==> src/rtl/cube_root_pkg.sv <==
// Shared types and helpers for the iterative cube-root block.
package cube_root_pkg;

  typedef enum logic [1:0] {
    IDLE = 2'd0,
    CALC = 2'd1,
    DONE = 2'd2
  } state_t;

  // Root width for a given radicand width: ceil(width/3).
  function automatic int root_width(input int width);
    return (width + 2) / 3;
  endfunction

endpackage

==> src/rtl/cube_root_tick.sv <==
// Prescaler for slow-step mode: pulses tick every PRESCALE enabled clocks.
module cube_root_tick #(
  parameter int PRESCALE = 4096
) (
  input  logic clk,
  input  logic rst_n,
  input  logic clear,
  input  logic en,
  output logic tick
);

  localparam int CW = $clog2(PRESCALE);
  localparam logic [CW-1:0] LAST = CW'(PRESCALE - 1);

  logic [CW-1:0] cnt_q;

  assign tick = en && (cnt_q == LAST);

  always_ff @(posedge clk or negedge rst_n) begin
    if (!rst_n) begin
      cnt_q <= '0;
    end else if (clear) begin
      cnt_q <= '0;
    end else if (en) begin
      if (cnt_q == LAST) cnt_q <= '0;
      else               cnt_q <= cnt_q + CW'(1);
    end
  end

endmodule

==> src/rtl/cube_root_iter.sv <==
// Iterative floor cube root, one root bit per step (binary digit-by-digit).
// Define CUBE_ROOT_STEP_EN to slow each step down to one per PRESCALE clocks.
module cube_root_iter
  import cube_root_pkg::*;
#(
  parameter int WIDTH    = 24,
  parameter int PRESCALE = 4096
) (
  input  logic                          clk,
  input  logic                          rst_n,
  input  logic                          in_valid,
  output logic                          in_ready,
  input  logic [WIDTH-1:0]              in_value,
  output logic                          out_valid,
  input  logic                          out_ready,
  output logic [root_width(WIDTH)-1:0]  out_root,
  output logic [WIDTH-1:0]              out_rem,
  output logic                          busy
);

  localparam int RW = root_width(WIDTH);
  localparam int XW = WIDTH + 3;
  localparam int IW = (RW > 1) ? $clog2(RW) : 1;

  if (WIDTH < 3 || WIDTH > 48 || PRESCALE < 2 || PRESCALE > 65536) begin : g_bad_param
    $error("cube_root_iter: WIDTH or PRESCALE out of range");
  end

  state_t          state_q, state_d;
  logic [XW-1:0]   x_q;
  logic [RW-1:0]   y_q;
  logic [IW-1:0]   idx_q;
  logic            accept;
  logic            step;

  logic [XW-1:0]   y2, b, x_sh, x_n;
  logic [RW-1:0]   y_n;
  logic [6:0]      shamt;

  assign in_ready  = (state_q == IDLE);
  assign out_valid = (state_q == DONE);
  assign busy      = (state_q == CALC);
  assign accept    = in_valid && in_ready;

`ifdef CUBE_ROOT_STEP_EN
  cube_root_tick #(
    .PRESCALE(PRESCALE)
  ) u_tick (
    .clk   (clk),
    .rst_n (rst_n),
    .clear (accept),
    .en    (state_q == CALC),
    .tick  (step)
  );
`else
  assign step = 1'b1;
`endif

  always_ff @(posedge clk or negedge rst_n) begin
    if (!rst_n) state_q <= IDLE;
    else        state_q <= state_d;
  end

  always_comb begin
    state_d = state_q;
    case (state_q)
      IDLE:    if (in_valid) state_d = CALC;
      CALC:    if (step && idx_q == '0) state_d = DONE;
      DONE:    if (out_ready) state_d = IDLE;
      default: state_d = IDLE;
    endcase
  end

  // One recurrence step: double y, then try to take b = 3y(y+1)+1 at digit idx.
  always_comb begin
    shamt = 7'(idx_q) * 7'd3;
    y2    = XW'(y_q) << 1;
    b     = y2 * (y2 + XW'(1)) * XW'(3) + XW'(1);
    x_sh  = x_q >> shamt;
    x_n   = x_q;
    y_n   = y2[RW-1:0];
    if (x_sh >= b) begin
      x_n = x_q - (b << shamt);
      y_n = y2[RW-1:0] + RW'(1);
    end
  end

  always_ff @(posedge clk or negedge rst_n) begin
    if (!rst_n) begin
      x_q      <= '0;
      y_q      <= '0;
      idx_q    <= '0;
      out_root <= '0;
      out_rem  <= '0;
    end else if (accept) begin
      x_q   <= XW'(in_value);
      y_q   <= '0;
      idx_q <= IW'(RW - 1);
    end else if (state_q == CALC && step) begin
      x_q   <= x_n;
      y_q   <= y_n;
      idx_q <= idx_q - IW'(1);
      if (idx_q == '0) begin
        out_root <= y_n;
        out_rem  <= x_n[WIDTH-1:0];
      end
    end
  end

endmodule
==> config.mk <==
export PLATFORM = sky130hd
export DESIGN_NAME = cube_root_iter
export DESIGN_NICKNAME = d
export VERILOG_FILES = /design/src/rtl/cube_root_pkg.sv /design/src/rtl/cube_root_tick.sv /design/src/rtl/cube_root_iter.sv
export SDC_FILE = /design/constraint.sdc
export NUM_CORES = 1
export LEC_CHECK = 0
export BUFFER_PORTS_ARGS = -buffer_cell sky130_fd_sc_hd__buf_2
export CAP_MARGIN = 40
export CORE_MARGIN = 4
export CORE_UTILIZATION = 65
export CTS_BUF_LIST = sky130_fd_sc_hd__clkbuf_2
export DETAILED_ROUTE_END_ITERATION = 12
export PLACE_DENSITY = 0.9
export SLEW_MARGIN = 10
export SYNTH_ARGS = -nofsm -noshare
export SYNTH_HDL_FRONTEND = slang
export SYNTH_SLANG_ARGS = --single-unit
==> constraint.sdc <==
create_clock -name clk -period 20 [get_ports clk]
set_input_delay 1 -clock clk [delete_from_list [all_inputs] [get_ports clk]]
set_output_delay 1 -clock clk [all_outputs]
set_load 0.005 [all_outputs]
# Yosys cells after proc, flatten, opt, wreduce, memory -nomap -nowiden
# Index checks and enable logic that the tools add are counted.
# classes
addsub	5
multipliers	3
order_cmp	1
n_eq_ne	5
n_shift	2
muxes	12
n_bitwise	1
n_reduce_logical	8
# ops
operator	n
$mux 27	3
$ge 27x22->1	1
$shl 22x5->27	1
$shr 27x5->27	1
$sub 27x27->27	1
$mux 8	3
$add 21x1->22 const B	1
$mul 18x2->20 const B	1
$mul 8x10->18	1
$add 9x1->10 const B	1
$add 8x1->8 const B	1
$mux 2	3
$mux 3	2
$pmux 2 s3	1
$reduce_and 3->1	2
$mul 3x2->5 const B	1
$ne 2x1->1 const B	2
$reduce_bool 2->1	2
$logic_not 3->1	1
$sub 3x1->3 const B	1
$eq 2x1->1 const B	1
$eq 2x2->1 const B	1
$logic_not 2->1	1
$ne 2x2->1 const B	1
3 further kinds	3
# totals
reg_bits	72
inputBits	28
output_inout_bits	35
word_cells	44

# Depth between registers and ports, before layout
# depth
depth_word	9
mapped_depth	42
ltp_nobuf	41

# Least setup slack after synthesis
# Ideal clock, no wire load.
# synth_timing
kind	reg-to-reg
start	register y_q[6]
end	register x_q[22]
setup_time_ns	0.127
arrival_time_ns	8.388
required_ns	19.873
slack_ns	11.485
stages_incl_launch_ff	38
n_path_buf	3
synth_period_minus_slack_ns	8.515
cell_sequence	dfrtp_1 -> clkbuf_1 -> nand2_1 -> fa_1 -> inv_1 -> fa_1 -> fa_1 -> inv_1 -> fa_1 -> inv_1 -> ha_1 -> buf_2 -> a21oi_1 -> o22ai_1 -> a41o_1 -> nor3_1 -> nor2_1 -> ha_1 -> (+2 left out) -> a221oi_1 -> o21ai_0 -> xnor3_1 -> mux4_2 -> o21a_1 -> nand2_1 -> a32oi_1 -> ha_1 -> clkbuf_1 -> nor2b_1 -> o21ai_0 -> o21ai_0 -> o41ai_1 -> o21a_1 -> xnor2_1 -> nor2_1 -> a222oi_1 -> inv_1
# synth_via
elab_chain_len	9
word_cells_on_any_way	10
cone_classes	add/sub (3); mul (2); order compare (1); shift (1); mux (3)
# synth_lines
item	line	source
start: declaration	cube_root_iter.sv:31	logic [RW-1:0] y_q;
start signal: assignment	cube_root_iter.sv:101	y_q <= y_n;
$add 9x1->10	cube_root_iter.sv:78	b = y2 * (y2 + XW'(1)) * XW'(3) + XW'(1);
$mul 8x10->18 *	cube_root_iter.sv:78	
$mul 18x2->20 *	cube_root_iter.sv:78	
$add 21x1->22 *	cube_root_iter.sv:78	
$shl 22x5->27	cube_root_iter.sv:83	x_n = x_q - (b << shamt);
$sub 27x27->27	cube_root_iter.sv:83	
$mux 27 *	cube_root_iter.sv:82	if (x_sh >= b) begin
$mux 27 *	cube_root_iter.sv:99	end else if (state_q == CALC && step) begin
$mux 27 *	cube_root_iter.sv:95	end else if (accept) begin
end signal: assignment	cube_root_iter.sv:96	x_q <= XW'(in_value);
end signal: assignment	cube_root_iter.sv:100	x_q <= x_n;
end: declaration	cube_root_iter.sv:30	logic [XW-1:0] x_q;
# Mark *: on every way between the ends. The rest lies on a longest branch, timed or not. The select of a mux whose other input is x is not followed.
# A chain may end at the register's enable or synchronous reset.

# Final worst setup path
# layout_timing
start	register y_q[0]
end	register x_q[22]
# Same word-level chain as after synthesis.

==> results by group <==
Timing
  • Fmax: 101 MHz
  • RSZ-0062 raised after global routing: false
  • Max_slew headroom: 0.386
  • Final hold vios: 0
  • Worst Skew: between 20 and 25 ps
  • Worst hold margin: 338 ps
  • Setup Viol. Count Final: 0
  • Worst-Margin Slew: 918 ps
  • Final worst path period share: 0.495
  • Setup TNS: 0 ps
  • Max Slew Vio Count: 0
  • Fin crit period: 9900 ps

Clocking
  • Clk buf depth: 2
  • Clk slew on worst S/H paths: 230 ps
  • CTS tree: yes
  • Root Buffer: clkbuf_2
  • Clk sinks: approximately 70
  • Clock Latency Late Sink: 520 ps
  • CTS Buf Count: 9
  • H-tree level count: 3
  • Post-CTS sizing: 0
  • Post-CTS Hold Fix Bufs: 0
  • Post-CTS Setup Repair Bufs: 0

Finish
  • Most common cell after layout, fill and taps aside: nand2_1
  • Most frequent cells in the layout: nand2_1, o21ai_0, nor2_1
  • Finished Core Util: 0.695
  • Area delta synth->final: 5.24%
  • Reg area: 1800 sq um
  • Final #Nets: 1437
  • Multi-input gate area: roughly 7600 sq um
  • Post-route cell area: ~11000 sq um
  • Fill cells: around 1200
  • Layout cells sized above 1: 0.111

Logic synthesis
  • Post-synthesis register bit count: 72
  • Cell variety after synth: 75
  • Synth top area share: 0.180
  • Synth area leader: dfrtp_1
  • FFs w/ async S/R, synth: 1.00
  • Mapped Cells: 1259
  • Post-Syn Area per Cell: 7.94 sq um
  • Synthesis Warnings: 0
  • Main flop type after synthesis: dfrtp_1
  • Syn nets: 1424
  • EDFF count, synth: 0
  • Post-synthesis sequential area ratio: 0.180
  • Synth area leaders: dfrtp_1, ha_1, nand2_1
  • Mapped Area: about 10000 sq um

Drt
  • DR DRC count: 0
  • Final wirelength: between 20000 and 30000 um
  • Vias/cell: 6.66
  • Final ANT Viol Nets: 0
  • Initial DRC count: 1170
  • Initial DRT Pass Iterations: 5
  • Avg WL per Cell: 19.7 um
  • Vias: approximately 9800

Floorplan
  • Die Wd: approximately 130 um
  • Core area: between 15000 and 20000 sq um
  • Cell row count: 45
  • Die area: 17400 sq um
  • Die span in y: about 130 um
  • Ports: 63
  • Initial Utilization: 0.660

Global routing
  • Overflow after GRT: 0
  • Global-route wire length before repair: 46900 um
  • GR Util All Layers: 0.325
  • Largest net degree at the start of global routing: 62
  • Vias in the first global route: 9097
  • Initial antenna violation count: 1

Flow run
  • Max_cap viols: 0

Setup path
  • Req. time, crit path: 20430 ps
  • Kind of end point of the critical path: flip-flop
  • WP data arrival: 10320 ps
  • CP max stage delay: approximately 750 ps
  • Buf/Inv on CP: 7
  • Crit path top cell by count: inv_1
  • Kind of critical path: flip-flop to flip-flop
  • Critical-path top delay cell: dfrtp_1
  • Critical Path Source Type: flip-flop
  • Max FO, Critical Path: 16
  • Delay-heaviest family, CP: compound AO/OA/AOI/OAI gates

Hold path
  • Hold Path Class: input port to async pin

Placement
  • Detail Placement HPWL: 22600 um
  • Port bufs: 62
  • DP Area: between 10000 and 15000 sq um
  • Final Wtd Congestion: slightly above 1

Status
  • Status: complete, no violations
-- per-stage QoR --
step	std cells	worst slack [ps]
floorplan	1259	11490
global placement	1448	10770
detailed placement	1449	10340
CTS	1465	10330
global route	1466	9640
finish	1466	10100
-- registers in the layout, indices dropped and copies added (netlist names) --
signal,count
out_root,8
state_q,2
idx_q,3
y_q,8
x_q,27
out_rem,24
-- routing by layer --
layer	up-vias	track usage	part of all wire	routed length [um]
li1	4533	-	-	-
met1	4603	0.486	0.44	12600
met2	555	0.483	0.43	12400
met3	69	0.0538	0.11	3120
met4	0	0.0968	0.025	711
met5	-	0	0	0
-- final timing paths --
check	start	end	slack, ps	cells after the start
worst max-delay path	y_q[0]$_DFFE_PN0P_	x_q[22]$_DFFE_PN0P_	10100	38
worst min-delay path	rst_n	out_rem[22]$_DFFE_PN0P_	340	1
worst max register to register	y_q[0]$_DFFE_PN0P_	x_q[22]$_DFFE_PN0P_	10100	38
worst min register to register	out_rem[1]$_DFFE_PN0P_	out_rem[1]$_DFFE_PN0P_	510	2
max in group asynchronous	rst_n	x_q[2]$_DFFE_PN0P_	19110	2
min in group clk	out_rem[1]$_DFFE_PN0P_	out_rem[1]$_DFFE_PN0P_	510	2
-- logic make-up after synthesis --
kind of cell / synth area share
AO/OA/AOI/OAI: 0.243
XOR/XNOR: 0.0529
adder cells (fa/ha/maj): 0.194
buffers and inverters: 0.0583
flip-flops: 0.180
multiplexers: 0.0968
AND/OR/NAND/NOR: 0.175
-- area by class of cell --
| type | instances | share of cell area |
|---|---|---|
| clock inverters | 7 | 0.00963 |
| multi-input cells | 1043 | 0.726 |
| well taps | 188 | 0.0223 |
| inverters | 70 | 0.0250 |
| diodes | 1 | 0.000238 |
| repair buffers | 76 | 0.0416 |
| flip-flops and latches | 72 | 0.171 |
| clock buffers | 9 | 0.00428 |
-- cells in the mapped netlist (all sizes together) (3+ instances only) --
library cell  number
a211oi            22
a21boi             4
a21o              32
a21oi             87
a221o              4
a221oi             3
a22oi             17
a311oi             4
a31o               4
a31oi             13
a32oi              3
and2              21
and3               9
buf               26
clkbuf            48
clkinv             4
dfrtp             72
fa                30
ha               107
inv               66
mux2              12
mux2i             37
mux4              20
nand2            169
nand2b            12
nand3             33
nand4              6
nor2             107
nor2b             11
nor3              13
o211ai            20
o21a               9
o21ai            110
o21bai             8
o22ai             10
o31a               3
o31ai              8
or3                7
xnor2             34
xor2              23
-- worst reg2reg max path, delay by kind of cell (launching register included) --
family | cells | cell delay [ps]
AO/OA/AOI/OAI | 11 | 2950
XOR/XNOR | 2 | 680
adder cells (fa/ha/maj) | 7 | 2910
AND/OR/NAND/NOR | 10 | 1320
flip-flops | 1 | 750
multiplexers | 1 | 530
buffers and inverters | 7 | 670
Power is left out: the tool's default activity adds up to more than one toggle a clock period on the data nets, which glitch-free logic cannot reach.
